[config.mk]
export PLATFORM = sky130hd
export DESIGN_NAME = countdown_timer
export DESIGN_NICKNAME = d
export VERILOG_FILES = /design/src/rtl/countdown_timer.sv
export SDC_FILE = /design/constraint.sdc
export NUM_CORES = 1
export LEC_CHECK = 0
export CAP_MARGIN = 40
export CORE_MARGIN = 1.5
export CORE_UTILIZATION = 53
export CTS_CLUSTER_DIAMETER = 60
export DETAILED_ROUTE_END_ITERATION = 7
export PLACE_DENSITY = 0.86
export SLEW_MARGIN = 20
export SYNTH_ARGS = -nofsm -noshare
export SYNTH_HDL_FRONTEND = slang
export SYNTH_SLANG_ARGS = --single-unit
[constraint.sdc]
create_clock -name clk -period 3.19 [get_ports clk]
set_clock_uncertainty 0.1 [all_clocks]
set_input_delay 0.4785 -clock clk [delete_from_list [all_inputs] [get_ports clk]]
set_output_delay 0.4785 -clock clk [all_outputs]
set_load 0.01 [all_outputs]
[src/rtl/countdown_timer.sv]
// Millisecond countdown timer: loads a saturated preset, decrements once per
// divided tick while running, pauses/resumes on start_stop rises, flags expiry.
module countdown_timer #(
  parameter int CLK_FREQ_HZ = 100_000_000,
  parameter int TICK_HZ     = 1000,
  parameter int MAX_COUNT   = 9999,
  localparam int CW         = $clog2(MAX_COUNT + 1)
) (
  input  logic          clk,
  input  logic          reset,
  input  logic [CW-1:0] preset_in,
  input  logic          load,
  input  logic          start_stop,
  output logic [CW-1:0] remaining,
  output logic          running,
  output logic          expired,
  output logic          expired_pulse
);

  localparam int DIV = CLK_FREQ_HZ / TICK_HZ;
  localparam int DW  = (DIV > 1) ? $clog2(DIV) : 1;
  localparam logic [DW-1:0] DIV_LAST = DW'(DIV - 1);
  localparam logic [CW-1:0] MAX_C    = CW'(MAX_COUNT);

  typedef enum logic [1:0] {IDLE, RUN, PAUSE, EXPIRED} state_t;

  state_t        state;
  logic [DW-1:0] div_cnt;
  logic          ss_meta, ss_sync, ss_prev;
  logic          ss_rise;
  logic          tick;
  logic [CW-1:0] preset_sat;

  // start_stop is a raw button level; only its synchronized rising edge acts
  always_ff @(posedge clk or posedge reset) begin
    if (reset) begin
      ss_meta <= 1'b0;
      ss_sync <= 1'b0;
      ss_prev <= 1'b0;
    end else begin
      ss_meta <= start_stop;
      ss_sync <= ss_meta;
      ss_prev <= ss_sync;
    end
  end

  assign ss_rise    = ss_sync & ~ss_prev;
  assign tick       = (state == RUN) && (div_cnt == DIV_LAST);
  assign preset_sat = (preset_in > MAX_C) ? MAX_C : preset_in;

  // Divider only advances while staying in RUN, so every RUN entry waits a full DIV
  always_ff @(posedge clk or posedge reset) begin
    if (reset) begin
      state         <= IDLE;
      remaining     <= '0;
      running       <= 1'b0;
      expired       <= 1'b0;
      expired_pulse <= 1'b0;
      div_cnt       <= '0;
    end else begin
      expired_pulse <= 1'b0;
      if (load) begin
        remaining <= preset_sat;
        state     <= IDLE;
        running   <= 1'b0;
        expired   <= 1'b0;
        div_cnt   <= '0;
      end else begin
        case (state)
          IDLE: begin
            div_cnt <= '0;
            if (ss_rise && remaining != '0) begin
              state   <= RUN;
              running <= 1'b1;
            end
          end
          RUN: begin
            if (tick) begin
              div_cnt <= '0;
              if (remaining <= CW'(1)) begin
                remaining     <= '0;
                state         <= EXPIRED;
                running       <= 1'b0;
                expired       <= 1'b1;
                expired_pulse <= 1'b1;
              end else begin
                remaining <= remaining - 1'b1;
                if (ss_rise) begin
                  state   <= PAUSE;
                  running <= 1'b0;
                end
              end
            end else if (ss_rise) begin
              div_cnt <= '0;
              state   <= PAUSE;
              running <= 1'b0;
            end else begin
              div_cnt <= div_cnt + 1'b1;
            end
          end
          PAUSE: begin
            div_cnt <= '0;
            if (ss_rise) begin
              state   <= RUN;
              running <= 1'b1;
            end
          end
          EXPIRED: begin
            div_cnt   <= '0;
            remaining <= '0;
            if (ss_rise) begin
              state   <= IDLE;
              expired <= 1'b0;
            end
          end
          default: begin
            state   <= IDLE;
            running <= 1'b0;
            expired <= 1'b0;
            div_cnt <= '0;
          end
        endcase
      end
    end
  end

endmodule

## Word-level counts from Yosys, hierarchy flattened

Index checks and enable logic that the tools add are counted.

| word-level totals | value |
|---|---|
| register bits | 39 |

| operators by class | value |
|---|---|
| reductions and logical operators | 11 |
| mux-type cells | 33 |
| order comparisons | 2 |
| add/subtract/negate cells | 2 |
| equality and inequality tests | 9 |
| bitwise gates (word level) | 2 |

Operator list:

| cell | count |
|---|---|
| 14-bit 2-to-1 mux | 4 |
| 17-bit 2-to-1 mux | 3 |
| 17-bit case mux with 2 select lines | 1 |
| 14-bit case mux with 2 select lines | 1 |
| 17-bit by 1-bit adder with 17-bit output, second input constant | 1 |
| 17-bit == test, second input constant | 1 |
| 14-bit greater-than comparator, second input constant | 1 |
| 14-bit by 1-bit <= comparator with 1-bit output, second input constant | 1 |
| 1-bit 2-to-1 mux | 14 |
| 2-bit 2-to-1 mux | 7 |
| 14-bit nonzero test | 1 |
| 14-bit by 1-bit subtractor with 14-bit output, second input constant | 1 |
| 3-bit inequality test, second input constant | 4 |
| 2-bit case mux with 4 select lines | 1 |
| 3-bit AND reduction | 2 |
| 2-bit == test, second input constant | 2 |
| 4-bit AND reduction | 1 |
| 4-bit nonzero test | 1 |
| 3-bit by 2-bit inequality test with 1-bit output, second input constant | 1 |
| 1-bit case mux with 3 select lines | 1 |
| 3-bit nonzero test | 1 |
| 3-bit OR reduction | 1 |
| 2-bit by 1-bit == test with 1-bit output, second input constant | 1 |
| 1-bit logical AND | 2 |
| other kinds (5) | 5 |

## Depth between registers and ports, before layout

| logic depth | value |
|---|---|
| word-level depth | 7 |
| mapped depth | 8 |

## Worst setup path before layout

No wires, ideal clock.

| timing | value |
|---|---|
| path kind | register -> register |
| start point | reg remaining[6] |
| end point | reg state[1] |
| path buffers | 1 |
| path slack | 0.796 ns |
| cell stages (with the launch flop) | 7 |
| data arrival time | 2.221 ns |
| required time | 3.017 ns |
| path through | dfrtp_1 -> or4_4 -> buf_6 -> or4_4 -> or3_4 -> a21o_1 -> a21oi_2 |

| between the ends | value |
|---|---|
| longest elaborated chain between the ends | 5 |

RTL lines:

| element | RTL line | text |
|---|---|---|
| from (decl) | 14 | `output logic [CW-1:0] remaining,` |
| from (signal assigned) | 63 | `remaining <= preset_sat;` |
| from (signal assigned) | 87 | `remaining <= remaining - 1'b1;` |
| 14-bit by 1-bit <= comparator with 1-bit output | 80 | `if (remaining <= CW'(1)) begin` |
| 2-bit 2-to-1 mux | 80 |  |
| 2-bit 2-to-1 mux | 78 | `if (tick) begin` |
| 2-bit case mux with 4 select lines | 69 | `case (state)` |
| 2-bit 2-to-1 mux | 62 | `if (load) begin` |
| to (signal assigned) | 64 | `state <= IDLE;` |
| to (signal assigned) | 73 | `state <= RUN;` |
| to (signal assigned) | 82 | `state <= EXPIRED;` |
| to (decl) | 27 | `state_t state;` |

Parallel ways exist; a longest one is shown, timed or not.
A chain may end at the register's enable or synchronous reset.

## Worst setup path in the final report

| timing | value |
|---|---|
| start point | reg remaining[10] |
| end point | reg state[1] |

The elaborated chain is that of the path after synthesis.

==> metrics.yaml <==
cts.sinks: 39
placementRows: 23
final_hold_viol_count: 0
ys_types: 53
ys_async_sr_fraction_pct: 100.0
wl_per_cell_um: 15.74
io_pins: 35
drt_wl_total_um: 5100
fmax_mhz: 402.8
setup_viol: 0
vias: 1985
synth_xor_area_share_pct: 5.942
ir_worst_vdd_v: 0.0003292
synthesis.nets: 256
route.antenna.remaining_nets: 0
synth_compound_area_share_pct: 19.13
placed_area_um2: 2599
synth_simple_gate_area_share_pct: 25.30
endpoint_kind: "register"
yosys-top-cells-area: "dfrtp_1 44%, nor2_1 5.3%, xor2_1 4.4%"
drt_iter0_drc: 137
cts_setup_buffers: 0
antenna_found_initial: 0
grt_pass1_wl_um: 8452
slew_violations: 0
cts.path.max_buffers: 2
synthTopCellsByCount: "39 x dfrtp_1, 31 x nor2_1, 16 x nand2_1"
place.gp.congestion: 0.8571
drc_errors: 0
crit_buf_inv: 0
finalPower_uw: 1160
grt_use_total_pct: 25.01
yosysMostFrequentCell: "dfrtp_1"
fillCellCount: 325
syn_area_per_cell_um2: 9.448
layout-drive-gt1-share_pct: 9.124
synth_edf_count: 0
finalCritPeriodShare_pct: 77.82
rsz0062_at_grt: "no"
hp-class: "register to register"
post_drt_via_cell_ratio: 6.127
cp.required_ns: 3.32
core_um2: 4000
layout.cells.non_filler: 324
clkTransAtPathRegs_ns: 0.08
cts_max_level: 2
synth_cells: 234
clock_latency_ns: 0.30
numCtsBuffers: 5
power.density_nw_per_um2: 428.0
cts_resized: 0
status: "completed"
yosysWarningCount: 0
synth_fa_ha_area_share_pct: 2.264
place_hpwl_um: 3599
cp-start-kind: "register"
design_area_um2: 2710
gr-total-overflow: 0
synth_seq_cells: 39
tightest_slew_ns: 0.5494
arrival_ns: 2.61
slowest_delay_ns: 0.59
grt_pass1_vias: 1819
yosysTopAreaCellShare_pct: 44.14
yosys.area.top_type: "dfrtp_1"
maxCapViolCount: 0
die_w_um: 67.59
worstPathCellList: "or4_4 > or4_4 > or3_4 > a21o_1 > a21oi_2"
antennaDiodeCount: 0
synth_top_family_by_area: "simple AND/OR/NAND/NOR gates"
crit_fanout: 8
post-place-cells: 315
design.die.area_um2: 4568
start_util_pct: 55.27
num-nets-final: 295
fin_crit_ns: 2.482
first_pass_iters: 4
numPortBuffers: 34
syn_area_um2: 2211
p_leak_uw: 0.001079
synthMuxAreaShare_pct: 0
hold_buffers: 0
synth_flop_cell: "dfrtp_1"
area_growth_pct: 22.58
die_y_um: 67.59
crit_type: "register to register"
cp_top_family: "simple AND/OR/NAND/NOR gates"
fin_tns_setup_ns: 0
path_common_cell: "or4_4"
clock-root-buffer: "clkbuf_8"
max_slew_margin_pct: 63.04
cts_tree: "yes"
final_core_util_pct: 67.75
seq_area_frac_synth_pct: 44.14
cp_slowest_cell: "or4_4"
grt_max_degree: 40
[final cells by class]
type / count / area (um^2) / share of cell area, %
sequential: 39 / 975.9 / 36.01
inverter: 5 / 18.77 / 0.6925
clock buffer: 7 / 96.34 / 3.555
tap: 50 / 62.56 / 2.308
multi-input combinational: 182 / 1164 / 42.94
timing repair buffer: 40 / 385.4 / 14.22
clock inverter: 1 / 7.507 / 0.2770
[layout by cell type (no fill, tap or decap), types with 4 or more instances in the layout]
master           count
a21oi_1              4
a22o_1               6
and3_1               4
buf_4                6
clkbuf_8             7
clkdlybuf4s50_1     34
dfrtp_1             39
ha_1                 4
inv_1                5
nand2_1             16
nand3_1             10
nand4_1              4
nor2_1              31
nor3_1               6
nor4_1               5
o21ai_0             13
o21ai_1             10
or4_1                4
or4_4                4
xnor2_1              4
xor2_1              11
[per-layer routing]
layer	GRT usage, %	wire [um]	share of wire [%]
met4	9.184	92	1.8
met2	41.18	2562	50
met1	32.19	2248	44
met3	5.500	196	3.8
met5	0	0	0
[power breakdown]
part	total (uW)	switching, uW	internal, uW
clock network	368	171	196
registers	567	44.0	523
logic	225	108	117
[through the flow]
step                      hold slack [ns]  setup WS, ns
after global routing               0.2633        0.6268
after floorplan                    0.2312        0.7958
after detailed placement           0.2364        0.6588
after CTS                          0.2528        0.6138
final                              0.2503        0.7075
after global placement             0.2341        0.7373
[state kept, by name, summed over array words and instances, names as in the netlist]
name and flops:
ss_meta 1, remaining 14, expired 1, ss_sync 1, running 1, ss_prev 1
expired_pulse 1, div_cnt 17, state 2
[final timing paths]
check / startpoint / cells past startpoint / end / slack [ns]
max reg2reg: remaining[10] / 5 / state[1] / 0.71
min: ss_meta / 0 / ss_sync / 0.25
max in group asynchronous: reset / 3 / div_cnt[12] / 2.17
min in group asynchronous: reset / 3 / div_cnt[0] / 0.49
max: remaining[10] / 5 / state[1] / 0.71
min reg2reg: ss_meta / 0 / ss_sync / 0.25
[cell families (layout without fill, tap and decap cells)]
| kind of cell | count (synthesis) | in the layout |
|---|---|---|
| XOR/XNOR | 15 | 15 |
| flip-flops | 39 | 39 |
| adder cells (fa/ha/maj) | 4 | 4 |
| AO/OA/AOI/OAI | 61 | 61 |
| AND/OR/NAND/NOR | 102 | 102 |
| buffers and inverters | 13 | 53 |
No activity file was read; power rests on OpenSTA's default activity.
